===== config.mk =====
export PLATFORM = sky130hd
export DESIGN_NAME = if_fetch
export DESIGN_NICKNAME = d
export VERILOG_FILES = /design/src/rtl/if_fetch_pkg.sv /design/src/rtl/if_fetch.sv
export SDC_FILE = /design/constraint.sdc
export NUM_CORES = 1
export LEC_CHECK = 0
export ABC_AREA = 1
export BUFFER_PORTS_ARGS = -buffer_cell sky130_fd_sc_hd__buf_2
export CAP_MARGIN = 20
export CORE_AREA = 2 2 116 118
export DETAILED_ROUTE_END_ITERATION = 10
export DIE_AREA = 0 0 118 120
export PLACE_DENSITY_LB_ADDON = 0.1
export SLEW_MARGIN = 10
export SYNTH_ARGS = -nofsm -noshare
export SYNTH_HDL_FRONTEND = slang
export SYNTH_SLANG_ARGS = --single-unit

===== constraint.sdc =====
create_clock -name clk -period 5.3 [get_ports clk]
set_clock_uncertainty 0.05 [all_clocks]
set_input_delay 0.53 -clock clk [delete_from_list [all_inputs] [get_ports clk]]
set_output_delay 0.53 -clock clk [all_outputs]
set_load 0.02 [all_outputs]

===== src/rtl/if_fetch_pkg.sv =====
// if_fetch_pkg: shared constants for the instruction-fetch stage.
//   - state encodings for the fetch FSM (plain localparams, legacy-compatible)
//   - memory byte width, instruction/address widths, bytes per instruction
package if_fetch_pkg;

  localparam int INST_W         = 32;
  localparam int ADDR_W         = 32;
  localparam int MEM_BYTE_W     = 8;
  localparam int BYTES_PER_INST = 4;

  localparam int STATE_W = 1;
  localparam logic [STATE_W-1:0] IF_FETCH = 1'b0;  // issuing / collecting bytes
  localparam logic [STATE_W-1:0] IF_READY = 1'b1;  // instruction presented

  localparam logic [INST_W-1:0] ZERO_WORD = '0;

endpackage


===== src/rtl/if_fetch.sv =====
// if_fetch: instruction-fetch stage.
//   Owns the PC and assembles each 32-bit little-endian instruction from a
//   byte-wide memory port shared with the MEM stage through an arbiter.
//
// Ports:
//   clk, rst          clock; asynchronous active-high reset
//   stall_i           downstream cannot accept the presented instruction
//   br_flag_i         redirect request from EX (branch taken, JAL, JALR)
//   br_target_i       redirect PC
//   mem_grant_i       arbiter grants the byte port to IF this cycle
//   mem_data_i        read byte for the address granted in the previous cycle
//   mem_req_o         IF requests the byte port
//   mem_addr_o        requested byte address
//   pc_o, inst_o      presented PC and instruction
//   inst_valid_o      pc_o/inst_o hold a complete instruction
module if_fetch
  import if_fetch_pkg::*;
#(
  parameter logic [ADDR_W-1:0] RESET_PC = 32'h0000_0000
) (
  input  logic                  clk,
  input  logic                  rst,
  input  logic                  stall_i,
  input  logic                  br_flag_i,
  input  logic [ADDR_W-1:0]     br_target_i,
  input  logic                  mem_grant_i,
  input  logic [MEM_BYTE_W-1:0] mem_data_i,
  output logic                  mem_req_o,
  output logic [ADDR_W-1:0]     mem_addr_o,
  output logic [ADDR_W-1:0]     pc_o,
  output logic [INST_W-1:0]     inst_o,
  output logic                  inst_valid_o
);

  logic [STATE_W-1:0] state;
  logic [ADDR_W-1:0]  pc_r;
  logic [2:0]         issue_idx;  // next byte to request, 0..4
  logic               pend;       // a granted byte returns this cycle
  logic [1:0]         pend_idx;   // which byte is returning
  // Only bytes 0..2 need buffering: byte 3 goes straight into inst_o.
  logic [3*MEM_BYTE_W-1:0] lo_bytes;

  logic grant;
  logic last_byte;

  // Request the port while bytes remain to be issued. A redirect cycle makes
  // no request, so no byte from the abandoned PC is ever granted.
  always_comb begin
    // NOTE: every output of a combinational block gets a default first, so
    // no path leaves it unassigned and no latch is inferred.
    mem_req_o  = 1'b0;
    mem_addr_o = ZERO_WORD;
    if (!rst && !br_flag_i && state == IF_FETCH &&
        issue_idx < 3'(BYTES_PER_INST)) begin
      mem_req_o  = 1'b1;
      mem_addr_o = pc_r + {29'd0, issue_idx};
    end
  end

  assign grant     = mem_req_o & mem_grant_i;
  assign last_byte = pend && (pend_idx == 2'd3);

  // NOTE: all state here uses non-blocking assignments so every register
  // samples the pre-edge values, independent of statement order.
  always_ff @(posedge clk or posedge rst) begin
    if (rst) begin
      state        <= IF_FETCH;
      pc_r         <= RESET_PC;
      issue_idx    <= '0;
      pend         <= 1'b0;
      pend_idx     <= '0;
      lo_bytes     <= '0;
      pc_o         <= ZERO_WORD;
      inst_o       <= ZERO_WORD;
      inst_valid_o <= 1'b0;
    end else if (br_flag_i) begin
      // Redirect beats stall and capture; any in-flight byte is dropped.
      state        <= IF_FETCH;
      pc_r         <= br_target_i;
      issue_idx    <= '0;
      pend         <= 1'b0;
      inst_valid_o <= 1'b0;
    end else begin
      case (state)
        IF_FETCH: begin
          // Issue and capture overlap: a new grant can coincide with the
          // return of the previous byte.
          pend <= grant;
          if (grant) begin
            issue_idx <= issue_idx + 3'd1;
            pend_idx  <= issue_idx[1:0];
          end
          if (pend && !last_byte) begin
            lo_bytes[{pend_idx, 3'b000} +: MEM_BYTE_W] <= mem_data_i;
          end
          if (last_byte) begin
            state        <= IF_READY;
            inst_o       <= {mem_data_i, lo_bytes};
            pc_o         <= pc_r;
            inst_valid_o <= 1'b1;
          end
        end
        IF_READY: begin
          // Stalled: hold everything. Otherwise the word is consumed now.
          if (!stall_i) begin
            state        <= IF_FETCH;
            pc_r         <= pc_r + 32'(BYTES_PER_INST);
            issue_idx    <= '0;
            inst_valid_o <= 1'b0;
          end
        end
        default: state <= IF_FETCH;
      endcase
    end
  end

endmodule

After elaboration in Yosys (flattened, before gate mapping)
Index checks and enable logic that the tools add are counted.
Widths: inputs -> output; s select.

word-level totals
  bits in registers = 128
  logic and storage cells = 60

cells by class
  shift operators = 2
  bitwise operators = 3
  add/sub/neg operators = 4
  equality and inequality tests = 6
  muxes and demuxes = 20
  reductions and logical operators = 15
  $lt $le $gt $ge = 1

operators with widths
  operator                number
  $mux 32                 4
  $add 32x3->32           1
  $add 32x3->32 const B   1
  $bwmux 24               1
  $shift 8x7->24 const A  1
  $shiftx 8x7->24         1
  $mux 1                  9
  $mux 3                  3
  $ne 3x3->1 const B      3
  $reduce_and 3->1        3
  $neg 5->7               1
  $pmux 3 s2              1
  $reduce_and 2->1        3
  $logic_and 1x1->1       5
  $pmux 1 s2              2
  $add 3x1->3 const B     1
  $logic_not 1->1         3
  $lt 3x3->1 const B      1
  $eq 2x2->1 const B      1
  $ne 2x1->1 const B      1
  $ne 2x2->1 const B      1
  $not 1->1               2
  $reduce_bool 2->1       1
  $and 1x1->1             1

Longest topological paths before layout
  word-level depth = 9
  mapped depth = 14
  mapped depth without buffers = 14

Worst setup path before layout
No wires, ideal clock.

  path type = flip-flop to output port
  from = reg issue_idx[0]
  to = out mem_addr_o[20]
  cell stages (with the launch flop) = 11
  path buffers = 0
  path slack = 2.748 ns
  required time = 4.720 ns
  arrival time = 1.972 ns
  path through = dfrtp_1 > ha_1 > inv_1 > fa_1 > inv_1 > nand2_1 > nand2_1 > nand2_1 > nor2_2 > a21oi_1 > nor3_1

on the way
  cells in the longest elaborated chain, start to end = 3
  elaborated cells on any way between the ends = 4

RTL lines
  what                                                                   line            source
  start: declaration                                                     if_fetch.sv:37  logic [2:0] issue_idx;
  start signal: assignment                                               if_fetch.sv:90  issue_idx <= issue_idx + 3'd1;
  parallel branches: the longest is 2 deep, another holds $add 32x3->32  --
  $mux 32 *                                                              if_fetch.sv:53  if (!rst && !br_flag_i && state == IF_FETCH &&
  end: declaration                                                       if_fetch.sv:29  output logic [ADDR_W-1:0] mem_addr_o,

Mark *: on every way between the ends.

Worst setup path in the final report
  from = reg issue_idx[0]
  to = out mem_addr_o[30]

Same word-level chain as after synthesis.

==> impl_metrics.env <==
export IMPL_clock_power_share=0.396
export IMPL_crit_fanout=5
export IMPL_rr_startpoint="state$_DFF_PP0_"
export IMPL_wl_met1_mm=8.60
export IMPL_rr_worst_depth=8
export IMPL_fin_crit_sh=0.638
export IMPL_finalMaxSlewViolations=0
export IMPL_antenna_found_initial=0
export IMPL_dp_cells=1224
export IMPL_fmax_mhz=296
export IMPL_yosys_warnings=0
export IMPL_clkSinkCount=128
export IMPL_post_route_worst_setup_slack_ns=1.92
export IMPL_fin_setup_tns_ns=0
export IMPL_wl_met2_mm=9.00
export IMPL_area_growth_syn_to_layout_pct=19.8
export IMPL_yosys_top_cells_area="dfrtp_1 46%, nand2_1 13%, o21ai_0 9.4%, inv_1 6.1%, nor2_1 5.1%"
export IMPL_place_hpwl_mm=13.8
export IMPL_grtUsageTotal=0.286
export IMPL_io_pins=143
export IMPL_start_util=0.540
export IMPL_pre_cts_ws_ns=2.17
export IMPL_grt_pass1_wl_mm=31.3
export IMPL_synth_area_um2=7010
export IMPL_yosysSeqAreaShare=0.457
export IMPL_cts_setup_buffers=0
export IMPL_max_cap_violations=0
export IMPL_crit_top_cell="nand2_1"
export IMPL_relSlewSlack=0.388
export IMPL_rows=42
export IMPL_crit_chain="ha_1 -> inv_1 -> fa_1 -> inv_1 -> nand2_1 -> nand2_1 -> nand2_1 -> inv_1 -> nand2_1 -> nor2_1 -> nand2_1 -> nand2_1 -> nand2_1 -> nor2_1 -> buf_2"
export IMPL_seqPwrFrac=0.409
export IMPL_ant_nets=0
export IMPL_wire_per_inst_um=15.4
export IMPL_final_area_um2=8400
export IMPL_yosysTopAreaCell="dfrtp_1"
export IMPL_drc_errors=0
export IMPL_syn_nets=992
export IMPL_grt_max_degree=94
export IMPL_combPwrFrac=0.195
export IMPL_critPathLaunchType="flip-flop"
export IMPL_power_leakage_nw=4.37
export IMPL_slowest_stage="dfrtp_1"
export IMPL_layout_cells_non_filler=1257
export IMPL_p_int_mw=2.09
export IMPL_cts_htree_levels=4
export IMPL_route_met3_wl_mm=1.13
export IMPL_fin_crit_ns=3.38
export IMPL_required_ns=4.72
export IMPL_grt_pass1_vias=6147
export IMPL_avgSynthCellArea_um2=7.49
export IMPL_overflow=0
export IMPL_numCtsBuffers=17
export IMPL_port_buffers=142
export IMPL_wl_mm=19.3
export IMPL_path_clk_slew_ns=0.06
export IMPL_tightest_slew_ns=0.911
export IMPL_worstReg2RegEnd="issue_idx[0]$_DFFE_PP0P_"
export IMPL_die_area_um2=14200
export IMPL_cts_tree="yes"
export IMPL_ys_ff_latch=128
export IMPL_hp_class="input pin to async pin"
export IMPL_crit_type="flip-flop to output pin"
export IMPL_switchingPower_mw=0.942
export IMPL_grt_setup_unrepaired="false"
export IMPL_drtPass1Iterations=4
export IMPL_holdBufCountCts=0
export IMPL_nets=1123
export IMPL_hold_viol=0
export IMPL_place_congestion=0.991
export IMPL_status="complete, no violations"
export IMPL_clkLatencyLatePin_ns=0.43
export IMPL_synth_distinct_cells=31
export IMPL_endpoint_kind="output pin"
export IMPL_place_area_um2=7800
export IMPL_layout_drive_gt1_share=0.210
export IMPL_drtIter0Drc=598
export IMPL_r2r_slack_ns=2.87
export IMPL_setup_viol=0
export IMPL_synthCells=936
export IMPL_p_per_area_nw_per_um2=361
export IMPL_die_w_um=118
export IMPL_clock_path_buffers=2
export IMPL_yosysTopAreaCellShare=0.457
export IMPL_peakVddDrop_mv=0.230
export IMPL_root_buffer="clkbuf_16"
export IMPL_highest_layer="met4"
export IMPL_critPathMaxStageDelay_ns=0.41
export IMPL_core_um2=13000
export IMPL_cts_resized=0
export IMPL_switching_share=0.311
export IMPL_cp_data_arrival_time_ns=2.80
export IMPL_dieHeight_um=120
export IMPL_vias=6522
export IMPL_viasPerCell=5.19
## worst max-delay path: cells and delay by family (launching register included)
family	cells	cell delay, ns
fa+ha+maj	2	0.57
buf+inv	4	0.46
flops	1	0.41
simple gates	9	0.94
## flip-flops by register name, indices dropped and copies added (netlist names), 2 cells and up
signal,count
pc_o,32
inst_o,32
pend_idx,2
lo_bytes,24
pc_r,32
issue_idx,3
## metal layers
metal,GRT usage,vias up
li1,-,3240
met1,0.373,3001
met2,0.466,240
met3,0.0547,41
met4,0.125,0
met5,0,-
## metrics by stage
step	util	hold slack, ns	total power [mW]
after floorplan	-	0.452	1.64
after global placement	0.601	0.410	1.82
after detailed placement	0.601	0.418	1.84
after CTS	0.647	0.103	3.04
after global routing	0.647	0.127	3.18
final	0.647	0.0906	3.03
## power by group through the flow
stage               Clock, mW  Combinational [mW]  Sequential [mW]
detailed placement          0               0.588             1.25
global placement            0               0.577             1.25
CTS                      1.21               0.592             1.24
floorplan                   0               0.349             1.29
global route             1.26               0.666             1.26
finish                   1.20               0.590             1.24
## cell families (layout without fill, tap and decap cells)
group                    count (synthesis)  count (layout)  share of synthesized area
AND/OR/NAND/NOR                        470             470                      0.300
flip-flops                             128             128                      0.457
other                                    0               1                          0
buffers and inverters                  150             294                     0.0875
XOR/XNOR                                 5               5                    0.00625
AO/OA/AOI/OAI                          166             166                      0.119
adder cells (fa/ha/maj)                 11              11                     0.0207
multiplexers                             6               6                    0.00964
## worst max path at each step
stage | startpoint | to | slack [ns] | cells after the start
4_1_cts | issue_idx[0]$_DFFE_PP0P_ | mem_addr_o[30] | 1.92 | 15
2_1_floorplan | rst | inst_o[0]$_DFFE_PP0P_ | 1.31 | 1
3_3_place_gp | br_flag_i | mem_addr_o[6] | 2.24 | 7
5_1_grt | issue_idx[0]$_DFFE_PP0P_ | mem_addr_o[30] | 1.63 | 15
6_report | issue_idx[0]$_DFFE_PP0P_ | mem_addr_o[30] | 1.92 | 15
3_5_place_dp | br_flag_i | mem_addr_o[6] | 2.17 | 7
## cell type report
cell class	instances	area, um2
Inverter	117	447
Clock buffer	24	472
Timing Repair Buffer	145	733
Antenna cell	1	2.50
Clock inverter	8	129
Fill cell	1213	4580
Sequential cell	128	3200
Multi-Input combinational cell	658	3190
Tap cell	176	220
## layout by cell type (no fill, tap or decap), types with 2 or more instances in the layout
master | synthesis | routed
buf_4 | 1 | 3
nand2_1 | 246 | 246
o21ai_0 | 132 | 132
nor2_4 | 11 | 11
nor2_2 | 17 | 17
ha_1 | 10 | 10
nor2_1 | 96 | 96
buf_2 | 15 | 142
nand2_2 | 10 | 10
nand4_1 | 13 | 13
clkinv_4 | 0 | 2
or2_2 | 2 | 2
clkbuf_1 | 14 | 5
nand3_1 | 62 | 62
inv_4 | 2 | 3
inv_1 | 114 | 113
nor2_8 | 2 | 2
bufinv_16 | 0 | 3
xor2_1 | 5 | 5
mux2_2 | 6 | 6
clkbuf_16 | 0 | 17
clkbuf_8 | 0 | 2
nor3_1 | 8 | 8
a21oi_1 | 30 | 30
dfrtp_1 | 128 | 128
## synth_stat cells
| library cell | instances |
|---|---|
| a31oi_1 | 1 |
| o21ai_0 | 132 |
| nand3_4 | 1 |
| o21ai_1 | 1 |
| nor2_1 | 96 |
| dfrtp_1 | 128 |
| or2_2 | 2 |
| nand2_1 | 246 |
| nand4_1 | 13 |
| ha_1 | 10 |
| nand3_1 | 62 |
| inv_2 | 1 |
| inv_4 | 2 |
| mux2_2 | 6 |
| buf_2 | 15 |
| nor2_4 | 11 |
| fa_1 | 1 |
| xor2_1 | 5 |
| nand3_2 | 1 |
| nand2_4 | 1 |
| a32oi_1 | 1 |
| buf_6 | 3 |
| nor3_1 | 8 |
| inv_1 | 114 |
| buf_4 | 1 |
| o22ai_1 | 1 |
| nand2_2 | 10 |
| clkbuf_1 | 14 |
| nor2_8 | 2 |
| nor2_2 | 17 |
| a21oi_1 | 30 |
Power figures use the tool's default switching activity.
